`src/rtl/mux_dmx_loopback_ctrl.sv`:
```
// Loopback sequencer for the combinational 8:1 MUX / 1:8 DMX pair: serialises a
// captured word through the MUX, rebuilds it from the DMX outputs and flags any mismatch.
module mux_dmx_loopback_ctrl #(
  parameter int unsigned MSB_FIRST  = 0,
  parameter int unsigned SETTLE_CYC = 1,
  parameter int unsigned ERR_W      = 4
) (
  input  logic             clk,
  input  logic             rst,
  input  logic             start,
  input  logic [7:0]       data_in,
  output logic             busy,
  output logic             done,
  output logic [2:0]       addr,
  output logic [7:0]       mux_in_data,
  input  logic             mux_out_data,
  output logic             dmx_in_data,
  input  logic [7:0]       dmx_out_data,
  output logic [7:0]       data_out,
  output logic             error,
  output logic [ERR_W-1:0] err_cnt
);

  typedef enum logic [2:0] {
    S_IDLE   = 3'd0,
    S_SETTLE = 3'd1,
    S_SAMPLE = 3'd2,
    S_WRITE  = 3'd3,
    S_DONE   = 3'd4
  } state_t;

  localparam logic [2:0]       FIRST_ADDR  = (MSB_FIRST != 0) ? 3'd7 : 3'd0;
  localparam logic [2:0]       LAST_ADDR   = (MSB_FIRST != 0) ? 3'd0 : 3'd7;
  localparam logic [3:0]       SETTLE_LOAD = (SETTLE_CYC == 0) ? 4'd0 : 4'(SETTLE_CYC - 1);
  localparam state_t           BIT_ENTRY   = (SETTLE_CYC == 0) ? S_SAMPLE : S_SETTLE;
  localparam logic [ERR_W-1:0] ERR_MAX     = '1;

  state_t           state_q;
  logic [2:0]       addr_q;
  logic [7:0]       mux_in_data_q;
  logic             dmx_in_data_q;
  logic [7:0]       data_out_q;
  logic             busy_q;
  logic             done_q;
  logic             error_q;
  logic [ERR_W-1:0] err_cnt_q;
  logic             step_err_q;
  logic [3:0]       settle_cnt_q;

  logic [7:0]       data_out_d;
  logic             step_err_d;
  logic             fail_d;
  logic [2:0]       addr_next_d;

  // Result of the WRITE step; the final bit is folded in so error is valid with done.
  always_comb begin
    data_out_d         = data_out_q;
    data_out_d[addr_q] = dmx_out_data[addr_q];
    step_err_d         = step_err_q | (dmx_out_data != ({7'd0, dmx_in_data_q} << addr_q));
    fail_d             = step_err_d | (data_out_d != mux_in_data_q);
    addr_next_d        = (MSB_FIRST != 0) ? (addr_q - 3'd1) : (addr_q + 3'd1);
  end

  always_ff @(posedge clk) begin
    if (rst) begin
      state_q       <= S_IDLE;
      addr_q        <= 3'd0;
      mux_in_data_q <= 8'd0;
      dmx_in_data_q <= 1'b0;
      data_out_q    <= 8'd0;
      busy_q        <= 1'b0;
      done_q        <= 1'b0;
      error_q       <= 1'b0;
      err_cnt_q     <= '0;
      step_err_q    <= 1'b0;
      settle_cnt_q  <= 4'd0;
    end else begin
      done_q <= 1'b0;
      case (state_q)
        S_IDLE: begin
          addr_q <= 3'd0;
          if (start) begin
            mux_in_data_q <= data_in;
            data_out_q    <= 8'd0;
            step_err_q    <= 1'b0;
            error_q       <= 1'b0;
            addr_q        <= FIRST_ADDR;
            busy_q        <= 1'b1;
            settle_cnt_q  <= SETTLE_LOAD;
            state_q       <= BIT_ENTRY;
          end
        end
        S_SETTLE: begin
          if (settle_cnt_q == 4'd0) begin
            state_q <= S_SAMPLE;
          end else begin
            settle_cnt_q <= settle_cnt_q - 4'd1;
          end
        end
        S_SAMPLE: begin
          dmx_in_data_q <= mux_out_data;
          state_q       <= S_WRITE;
        end
        S_WRITE: begin
          data_out_q <= data_out_d;
          step_err_q <= step_err_d;
          if (addr_q == LAST_ADDR) begin
            busy_q  <= 1'b0;
            done_q  <= 1'b1;
            error_q <= fail_d;
            if (fail_d && (err_cnt_q != ERR_MAX)) begin
              err_cnt_q <= err_cnt_q + ERR_W'(1);
            end
            state_q <= S_DONE;
          end else begin
            addr_q       <= addr_next_d;
            settle_cnt_q <= SETTLE_LOAD;
            state_q      <= BIT_ENTRY;
          end
        end
        S_DONE: begin
          addr_q  <= 3'd0;
          state_q <= S_IDLE;
        end
        default: begin
          busy_q  <= 1'b0;
          addr_q  <= 3'd0;
          state_q <= S_IDLE;
        end
      endcase
    end
  end

  assign busy        = busy_q;
  assign done        = done_q;
  assign addr        = addr_q;
  assign mux_in_data = mux_in_data_q;
  assign dmx_in_data = dmx_in_data_q;
  assign data_out    = data_out_q;
  assign error       = error_q;
  assign err_cnt     = err_cnt_q;

endmodule

```
`config.mk`:
```
export PLATFORM = sky130hd
export DESIGN_NAME = mux_dmx_loopback_ctrl
export DESIGN_NICKNAME = d
export VERILOG_FILES = /design/src/rtl/mux_dmx_loopback_ctrl.sv
export SDC_FILE = /design/constraint.sdc
export NUM_CORES = 1
export LEC_CHECK = 0
export CAP_MARGIN = 20
export CORE_ASPECT_RATIO = 1.4
export CORE_UTILIZATION = 25
export DETAILED_ROUTE_END_ITERATION = 10
export GPL_TIMING_DRIVEN = 0
export PLACE_DENSITY = 0.55
export SYNTH_ARGS = -nofsm -noshare
export SYNTH_HDL_FRONTEND = slang
export SYNTH_SLANG_ARGS = --single-unit
```
`constraint.sdc`:
```
create_clock -name clk -period 2.25 [get_ports clk]
set_clock_uncertainty 0.2 [all_clocks]
set_input_delay 0.225 -clock clk [delete_from_list [all_inputs] [get_ports clk]]
set_output_delay 0.225 -clock clk [all_outputs]
set_load 0.01 [all_outputs]
```
* Word level (Yosys, flattened, before mapping) *
Cells that the tools add are included.

word-level totals
  input port bits = 20
  flip-flop bits (word level) = 35
  memories = 0
  bits in latches = 0
  logic and storage cells = 77
  memory bits (writable) = 0
  bits in read-only memories = 0
  output and inout port bits = 27

cells by class
  add/subtract/negate cells = 3
  magnitude comparators = 2
  multiply operators = 0
  bitwise logic cells = 5
  div/mod/pow operators = 0
  shifts and indexed selects = 1
  equal/unequal tests = 13
  reduce and logical (&&, ||, !) cells = 17
  mux-type cells = 25

operators by type and width
  kind                 number
  $ne 8x8->1           2
  $pmux 8 s2           1
  $mux 3               4
  $mux 4               3
  $pmux 3 s4           1
  $pmux 4 s3           1
  $ne 2x2->1 const B   5
  $reduce_and 3->1     3
  $bwmux 8             1
  $mux 8               1
  $reduce_and 2->1     4
  $shl 1x3->8          1
  $mux 1               7
  $eq 3x2->1 const B   2
  $eq 3x3->1 const B   2
  $pmux 3 s2           1
  $add 4x1->4 const B  1
  $logic_not 4->1      1
  $lt 3x4->1 const B   1
  $ne 4x4->1 const B   1
  $pmux 1 s2           2
  $reduce_and 4->1     1
  $reduce_or 2->1      2
  $sub 4x1->4 const B  1
  other kinds (13)     17

* Depth between registers and ports, before layout *
Gate-level depths: netlist of run 1.

  depth in word-level cells = 9
  depth in mapped cells = 9

* Least setup slack after synthesis of run 1 *
No wires, ideal clock.

  path type = flip-flop to flip-flop
  start point = reg addr_q[0] (netlist: addr[0])
  end point = reg err_cnt_q[0] (netlist: err_cnt[0])
  required time = 1.929 ns
  path buffers = 1
  arrival time = 1.999 ns
  slack = -0.070 ns
  cell stages (with the launch flop) = 9
  cell sequence = dfxtp_1 > buf_4 > nor2_1 > and3_1 > xor2_1 > nor4_2 > o2111ai_2 > o21a_1 > mux2_4

on the way
  longest elaborated chain between the ends = 9
  elaborated cells between the ends (all ways) = 16

ends and longest elaborated chain
  item                                                            line  source
  from (decl)                                                     39    logic [2:0] addr_q;
  from (signal assigned)                                          116   addr_q <= addr_next_d;
  $lt 3x4->1 (implied by the code) or $ge 3x1->1 (tied branches)  58    data_out_d[addr_q] = dmx_out_data[addr_q];
  $logic_and 1x1->1 (implied by the code)                         58
  $mux 1 (implied by the code)                                    58
  $demux 1 s3                                                     58
  $bwmux 8                                                        58
  $ne 8x8->1                                                      60    fail_d = step_err_d | (data_out_d != mux_in_data_q);
  $or 1x1->1                                                      60
  $logic_and 1x1->1                                               111   if (fail_d && (err_cnt_q != ERR_MAX)) begin
  $reduce_and 3->1 (no source line) (*)                           -
  to (signal assigned)                                            112   err_cnt_q <= err_cnt_q + ERR_W'(1);
  to (decl)                                                       46    logic [ERR_W-1:0] err_cnt_q;

Mark *: on every way between the ends. The rest lies on a longest branch, timed or not. The select of a mux whose other input is x is not followed.
A chain may end at the register's enable or synchronous reset.

* Worst setup path after layout of run 1 *
  start point = reg addr_q[2] (netlist: addr[2])
  end point = reg err_cnt_q[0] (netlist: err_cnt[0])

The elaborated chain is that of the path after synthesis.

==> results of run 1 <==
worst max-delay path, cell delays in order, from the launching register on:
cell       delay, ps
dfxtp_4          350
buf_6            130
buf_8            110
nand3b_1         140
a21oi_1          130
a21oi_1           70
nor4_2           290
o2111ai_2        270
o21a_1           280
mux2_4           300
repair_timing:
| item | in CTS | in global routing |
|---|---|---|
| buffers inserted | 16 | 0 |
| setup endpoints to repair | 11 | 14 |
| hold buffers | 0 | 0 |
| cloned | 1 | 0 |
| resized for setup | 32 | 13 |
| pin swaps | 16 | 4 |
cell usage after synthesis, types with 6 or more instances:
cell	count
a21oi_1	28
a22oi_1	8
a31oi_1	7
clkbuf_1	7
dfxtp_1	35
inv_1	12
nand2_1	28
nand2b_1	6
nand3_1	11
nor2_1	40
nor2b_1	11
nor3_1	7
o21ai_0	16
xor2_1	9
per-layer routing:
metal	up-vias	global-route usage [%]	wire (microns)
met2	61	25.0	3060
met1	1069	19.6	3010
met4	0	7.02	137
li1	1151	-	-
met3	11	1.80	267
met5	-	0	0
through the flow:
step           cell area [sq um]  TNS (ps)  total power, mW
5_1_grt                     3180      -998             2.37
3_5_place_dp                2750     -2260             1.48
2_1_floorplan               2160         0             1.25
3_3_place_gp                2750     -2250             1.47
4_1_cts                     3150      -270             2.22
6_report                    3180      -332             2.23
area by class of cell:
cell class	count	area share, %
multi-input cells	224	45.5
flip-flops and latches	35	22.4
repair buffers	63	19.1
clock buffers	6	4.36
well taps	102	4.01
plain buffers	12	3.03
inverters	12	1.41
clock inverters	1	0.157
state kept, by name (all words and copies together), names as in the netlist:
register,cells
state_q,3
settle_cnt_q,4
busy,1
step_err_q,1
mux_in_data,8
err_cnt,4
dmx_in_data,1
error,1
addr,3
data_out,8
done,1
kinds of logic (layout without fill, tap and decap cells):
logic type,Yosys count,in the layout
DFF,35,35
AOI/OAI and AO/OA,80,80
xor gates and xnor gates,11,11
buffers and inverters,26,94
muxes,9,9
and+or+nand+nor,119,119
adders and majority gates,5,5
power by group through the flow:
stage	clock network (mW)	registers [mW]	logic, mW
floorplan	0	0.786	0.462
global placement	0	0.791	0.683
detailed placement	0	0.792	0.688
CTS	0.686	0.785	0.751
global route	0.706	0.800	0.863
finish	0.670	0.787	0.769
path summary, 6_finish.rpt:
kind | end | slack, ps
max | err_cnt[0] | -140
min | error | 290
max reg2reg | err_cnt[0] | -140
min reg2reg | error | 290
==> flow_summary_export.csv, run 1 <==
group,metric,value,unit
sta,grt_setup_unrepaired,"true",
power,share_comb_of_total_power,34.5,%
power,pwr-share-seq,35.3,%
routing,initialDrtViolationCount,111,
clock_tree,cts_max_path_buffers,2,
die,initial_utilization,26.1,%
clock_tree,cts_tree,"yes",
yosys,synthesis.area_per_instance,7.56,sq um
outcome,status,"finished with violations",
cells_and_area,area.sequential,713,sq um
die,fp.coreArea,8250,sq um
placed_design,detailedPlacementHpwl,4800,microns
worst_setup_path,origin_of_the_critical_flop_to_flop_path,"addr[2]",
power,clk_network_pwr_share,30.1,%
yosys,seq_area_frac_synth,32.5,%
yosys,synth_xor_xnor_area_share,4.47,%
min_path,hold_path.class,"register to register",
routing,detail_route.wirelength,6480,microns
die,rows,39,
clock_tree,clock-root-buffer,"clkbuf_16",
routing,ant_nets,0,
power,power.switching,0.739,mW
global_routing,overflow,0,
clock_tree,cts-buffers-inserted,5,
worst_setup_path,worst_setup_path_startpoint,"addr[2]",
yosys,synth_largest_area_cell,"dfxtp_1",
worst_setup_path,timing.reg2reg.worst_path_depth,9,
cells_and_area,area_growth,47.9,%
worst_setup_path,timing.critical_path.fanout_max,5,
power,power.density,699,nW/um^2
sta,hold_viol_final,0,
cells_and_area,total_area_of_multi_input_combinational_cells,1450,sq um
power,p_int,1.49,mW
global_routing,grt_pass1_vias,2323,
yosys,synth_mux_area_share,5.11,%
cells_and_area,mostFrequentLayoutCells,"clkdlybuf4s50_1, nor2_1, dfxtp_1",
clock_tree,clock_tree.htree_level_count,2,
yosys,synth_edf_count,0,
yosys,main_combinational_cell_family_by_area_after_synthesis,"simple AND/OR/NAND/NOR gates",
global_routing,gr-usage-all-layers,15.3,%
worst_setup_path,worst_ep_required_time,2210,ps
cells_and_area,insertedDiodeCount,0,
clock_tree,clkLatencyLatePin,270,ps
cells_and_area,layout_commonest_cell,"clkdlybuf4s50_1",
power,fraction_of_power_spent_switching_nets,33.2,%
power,vdd_drop_max,0.308,mV
placed_design,placement.setup.worst_slack,-489,ps
global_routing,grt_pass1_wl,10900,microns
clock_tree,cts.sink_count,35,
sta,setup_viol,5,
cells_and_area,layoutNonFillerInstCount,455,
cells_and_area,final_core_utilization,38.6,%
yosys,synth_seq_cells,35,
die,die_x,80.4,microns
power,power.leakage,1.19,nW
die,io_pins,47,
yosys,ys_warnings,0,
global_routing,grt_start_max_net_pins,11,
worst_setup_path,critical_path_class,"register to register",
yosys,syn_inst,285,
sta,maxClockFrequency,419,MHz
min_path,hold_crit_depth,2,
min_path,min_from,"error",
yosys,synth_area_in_simple_gates,26.8,%
global_routing,antenna_found_initial,0,
yosys,synthFlopType,"dfxtp_1",
die,dieHeight,112,microns
sta,layout_min_cycle_time,2390,ps
worst_setup_path,end_kind,"register",
placed_design,gp_congestion,0.830,
die,dieArea,8990,sq um
yosys,post_synth_main_area_contributors,"dfxtp_1, nor2_1, a21oi_1",
yosys,yosys.area_share.adder,2.91,%
yosys,synth_async_sr_flop_share,0,%
placed_design,port_buffers,46,
cells_and_area,n_fill_cell,860,
yosys,synth_area,2150,sq um
yosys,synth.distinct_cells,52,
sta,timing.final.ws_setup,-136,ps
cells_and_area,proportion_of_layout_cells_with_a_drive_suffix_above_1,16.7,%
placed_design,numPlacedInstances,433,
sta,slew_viol_final,0,
routing,avgRoutedWirePerCell,14.3,microns
yosys,postSynthNetCount,310,
yosys,post-synth-top-area-fraction,32.5,%
sta,max_slew_margin,64.1,%
worst_setup_path,worst_ep_arrival_time,2350,ps
routing,drt_drc_violations_left,0,
sta,fin_worst_hold_slack,292,ps
job,max-cap-violations,0,
yosys,synth_area_in_compound_gates,23.0,%
routing,detailedRoute.firstPassIterationCount,4,
cells_and_area,design.final.nets,378,
routing,detail_route.vias_per_cell,5.04,
sta,fin_crit_share,106,%
sta,worst_pin_slew,538,ps
outcome,failed_checks,"setup timing",
routing,route.vias.total,2292,
clock_tree,clk_pin_slew_worst_paths,60,ps
worst_setup_path,worst_setup_path_start_kind,"register",
No activity file was read; power rests on OpenSTA's default activity.
==> run 2: changes to the inputs <==
- CTS_CLUSTER_DIAMETER: not set -> 50
- PLACE_DENSITY: 0.55 -> not set
==> flow_summary_export.csv, run 2 (synthesis results as in run 1) <==
group,metric,value,unit
die,io_pins,47,
cells_and_area,post-route-cell-area,3140,sq um
worst_setup_path,chain_of_cells_forming_the_critical_path,"and3b_2 -> a31oi_1 -> o21ai_1 -> nor4_2 -> o2111ai_2 -> o21a_1 -> mux2_4",
worst_setup_path,critical_path_class,"register to register",
die,dieHeight,112,microns
die,die_x,80.4,microns
power,vdd_drop_max,0.334,mV
worst_setup_path,timing.critical_path.fanout_max,5,
worst_setup_path,cp_slowest_stage_delay,360,ps
clock_tree,clk_pin_slew_worst_paths,50,ps
worst_setup_path,worst_ep_required_time,2220,ps
cells_and_area,proportion_of_layout_cells_with_a_drive_suffix_above_1,17.3,%
worst_setup_path,worst_ep_arrival_time,2360,ps
power,fraction_of_power_spent_switching_nets,33.9,%
placed_design,detailedPlacementHpwl,4840,microns
sta,hold_viol_final,0,
placed_design,numPlacedInstances,433,
placed_design,gp_congestion,0.873,
power,power.leakage,1.18,nW
global_routing,gr-max-usage-layer,"met2",
global_routing,globalRouteMet3Util,2.79,%
power,pwr-share-seq,36.1,%
routing,route.vias.total,2262,
sta,layout_min_cycle_time,2390,ps
global_routing,grt_start_max_net_pins,11,
worst_setup_path,crit_buf_inv,0,
outcome,status,"finished with violations",
worst_setup_path,timing.critical_path.slowest_stage_cell,"dfxtp_4",
cells_and_area,area_growth,45.7,%
placed_design,port_buffers,46,
sta,slew_viol_final,0,
routing,ant_nets,0,
routing,detail_route.vias_per_cell,4.97,
cells_and_area,total_area_of_multi_input_combinational_cells,1440,sq um
sta,maxClockFrequency,418,MHz
placed_design,dpl-instance-area,2750,sq um
sta,timing.final.ws_setup,-143,ps
cells_and_area,area.sequential,717,sq um
global_routing,grt_pass1_vias,2250,
global_routing,antenna_found_initial,0,
routing,initialDrtViolationCount,98,
power,p_int,1.44,mW
worst_setup_path,end_kind,"register",
routing,detail_route.wirelength,6520,microns
global_routing,overflow,0,
global_routing,gr-usage-all-layers,15.5,%
clock_tree,cts_tree,"yes",
sta,setup_viol,5,
min_path,hold_path.class,"register to register",
global_routing,grt_pass1_wl,10800,microns
cells_and_area,layout_commonest_cell,"clkdlybuf4s50_1",
job,max-cap-violations,0,
worst_setup_path,crit_family,"compound AO/OA/AOI/OAI gates",
die,initial_utilization,26.1,%
power,power.switching,0.741,mW
routing,drt_drc_violations_left,0,
global_routing,met1_use_gr,18.7,%
clock_tree,clock_tree.htree_level_count,2,
cells_and_area,design.final.nets,377,
clock_tree,cts.sink_count,35,
power,share_comb_of_total_power,34.0,%
routing,avgRoutedWirePerCell,14.3,microns
sta,max_slew_margin,66.1,%
cells_and_area,layoutNonFillerInstCount,455,
power,clk_network_pwr_share,30.0,%
die,fp.coreArea,8250,sq um
cells_and_area,mostFrequentLayoutCells,"clkdlybuf4s50_1, nor2_1, nand2_1, dfxtp_1, a21oi_1",
clock_tree,cts-buffers-inserted,5,
power,power.density,696,nW/um^2
sta,grt_setup_unrepaired,"true",
outcome,failed_checks,"setup timing",
sta,fin_crit_share,106,%
die,rows,39,
die,dieArea,8990,sq um
clock_tree,cts_max_path_buffers,2,
global_routing,groute.layer.met2.usage,25.9,%
clock_tree,clkLatencyLatePin,280,ps
clock_tree,clock-root-buffer,"clkbuf_16",
cells_and_area,n_fill_cell,854,
clock_tree,post_cts_hold_buffer_count,0,
cells_and_area,insertedDiodeCount,0,
worst_setup_path,worst_setup_path_start_kind,"register",
routing,detailedRoute.firstPassIterationCount,4,
sta,worst_pin_slew,508,ps
-- run 2: cell types whose count changed in the layout (fill, tap and decap cells not counted), sizes merged --
cell	before	now
buf	24	22
clkbuf	11	13
clkdlybuf4s50	46	44
dlygate4sd2	0	2
-- run 2: tightest hold or removal path: cells and delay by family (launching register included) --
kind	cells	cell delay, ps
AND/OR/NAND/NOR	1	60
flip-flops	1	310
AO/OA/AOI/OAI	1	60
-- run 2: power groups by stage --
stage                     registers, mW  logic [mW]  clock network [mW]
after CTS                         0.785       0.711               0.663
after detailed placement          0.793       0.691                   0
after global placement            0.790       0.675                   0
final                             0.788       0.742               0.655
after floorplan                   0.786       0.462                   0
after global routing              0.799       0.843               0.699
-- run 2: layout make-up --
type                       instances  area share [%]
tap                              102            4.07
sequential                        35            22.8
buffer                            13            2.95
clock inverter                     1           0.159
inverter                          12            1.44
multi-input combinational        224            46.0
clock buffer                       7            4.23
timing repair buffer              61            18.3
-- run 2: what timing repair did --
item	in CTS	in global routing
setup endpoints to repair	11	15
pin swaps	9	11
gates resized for setup	21	28
cloned	1	0
buffers inserted	11	3
-- run 2: per-layer routing --
layer / share of wire (%) / wire length, microns
met1: 43 / 2800
met2: 50 / 3240
met3: 4.8 / 311
met4: 2.5 / 165
met5: 0 / 0
-- run 2: metrics by stage --
step	hold WS [ps]	util (%)	power (mW)	setup TNS, ps	worst slack [ps]
2_1_floorplan	161	-	1.25	0	4.32
3_5_place_dp	263	33.3	1.48	-2280	-466
4_1_cts	281	36.8	2.16	-350	-152
5_1_grt	294	38.1	2.34	-906	-217
6_report	279	38.1	2.19	-448	-143
3_3_place_gp	278	33.3	1.46	-2050	-443
-- run 2: path summary, 6_finish.rpt --
| check | startpoint | to | slack, ps | cells after the start |
|---|---|---|---|---|
| min | error | error | 280 | 2 |
| max | addr[0] | err_cnt[0] | -140 | 7 |
| max reg2reg | addr[0] | err_cnt[0] | -140 | 7 |
| min reg2reg | error | error | 280 | 2 |
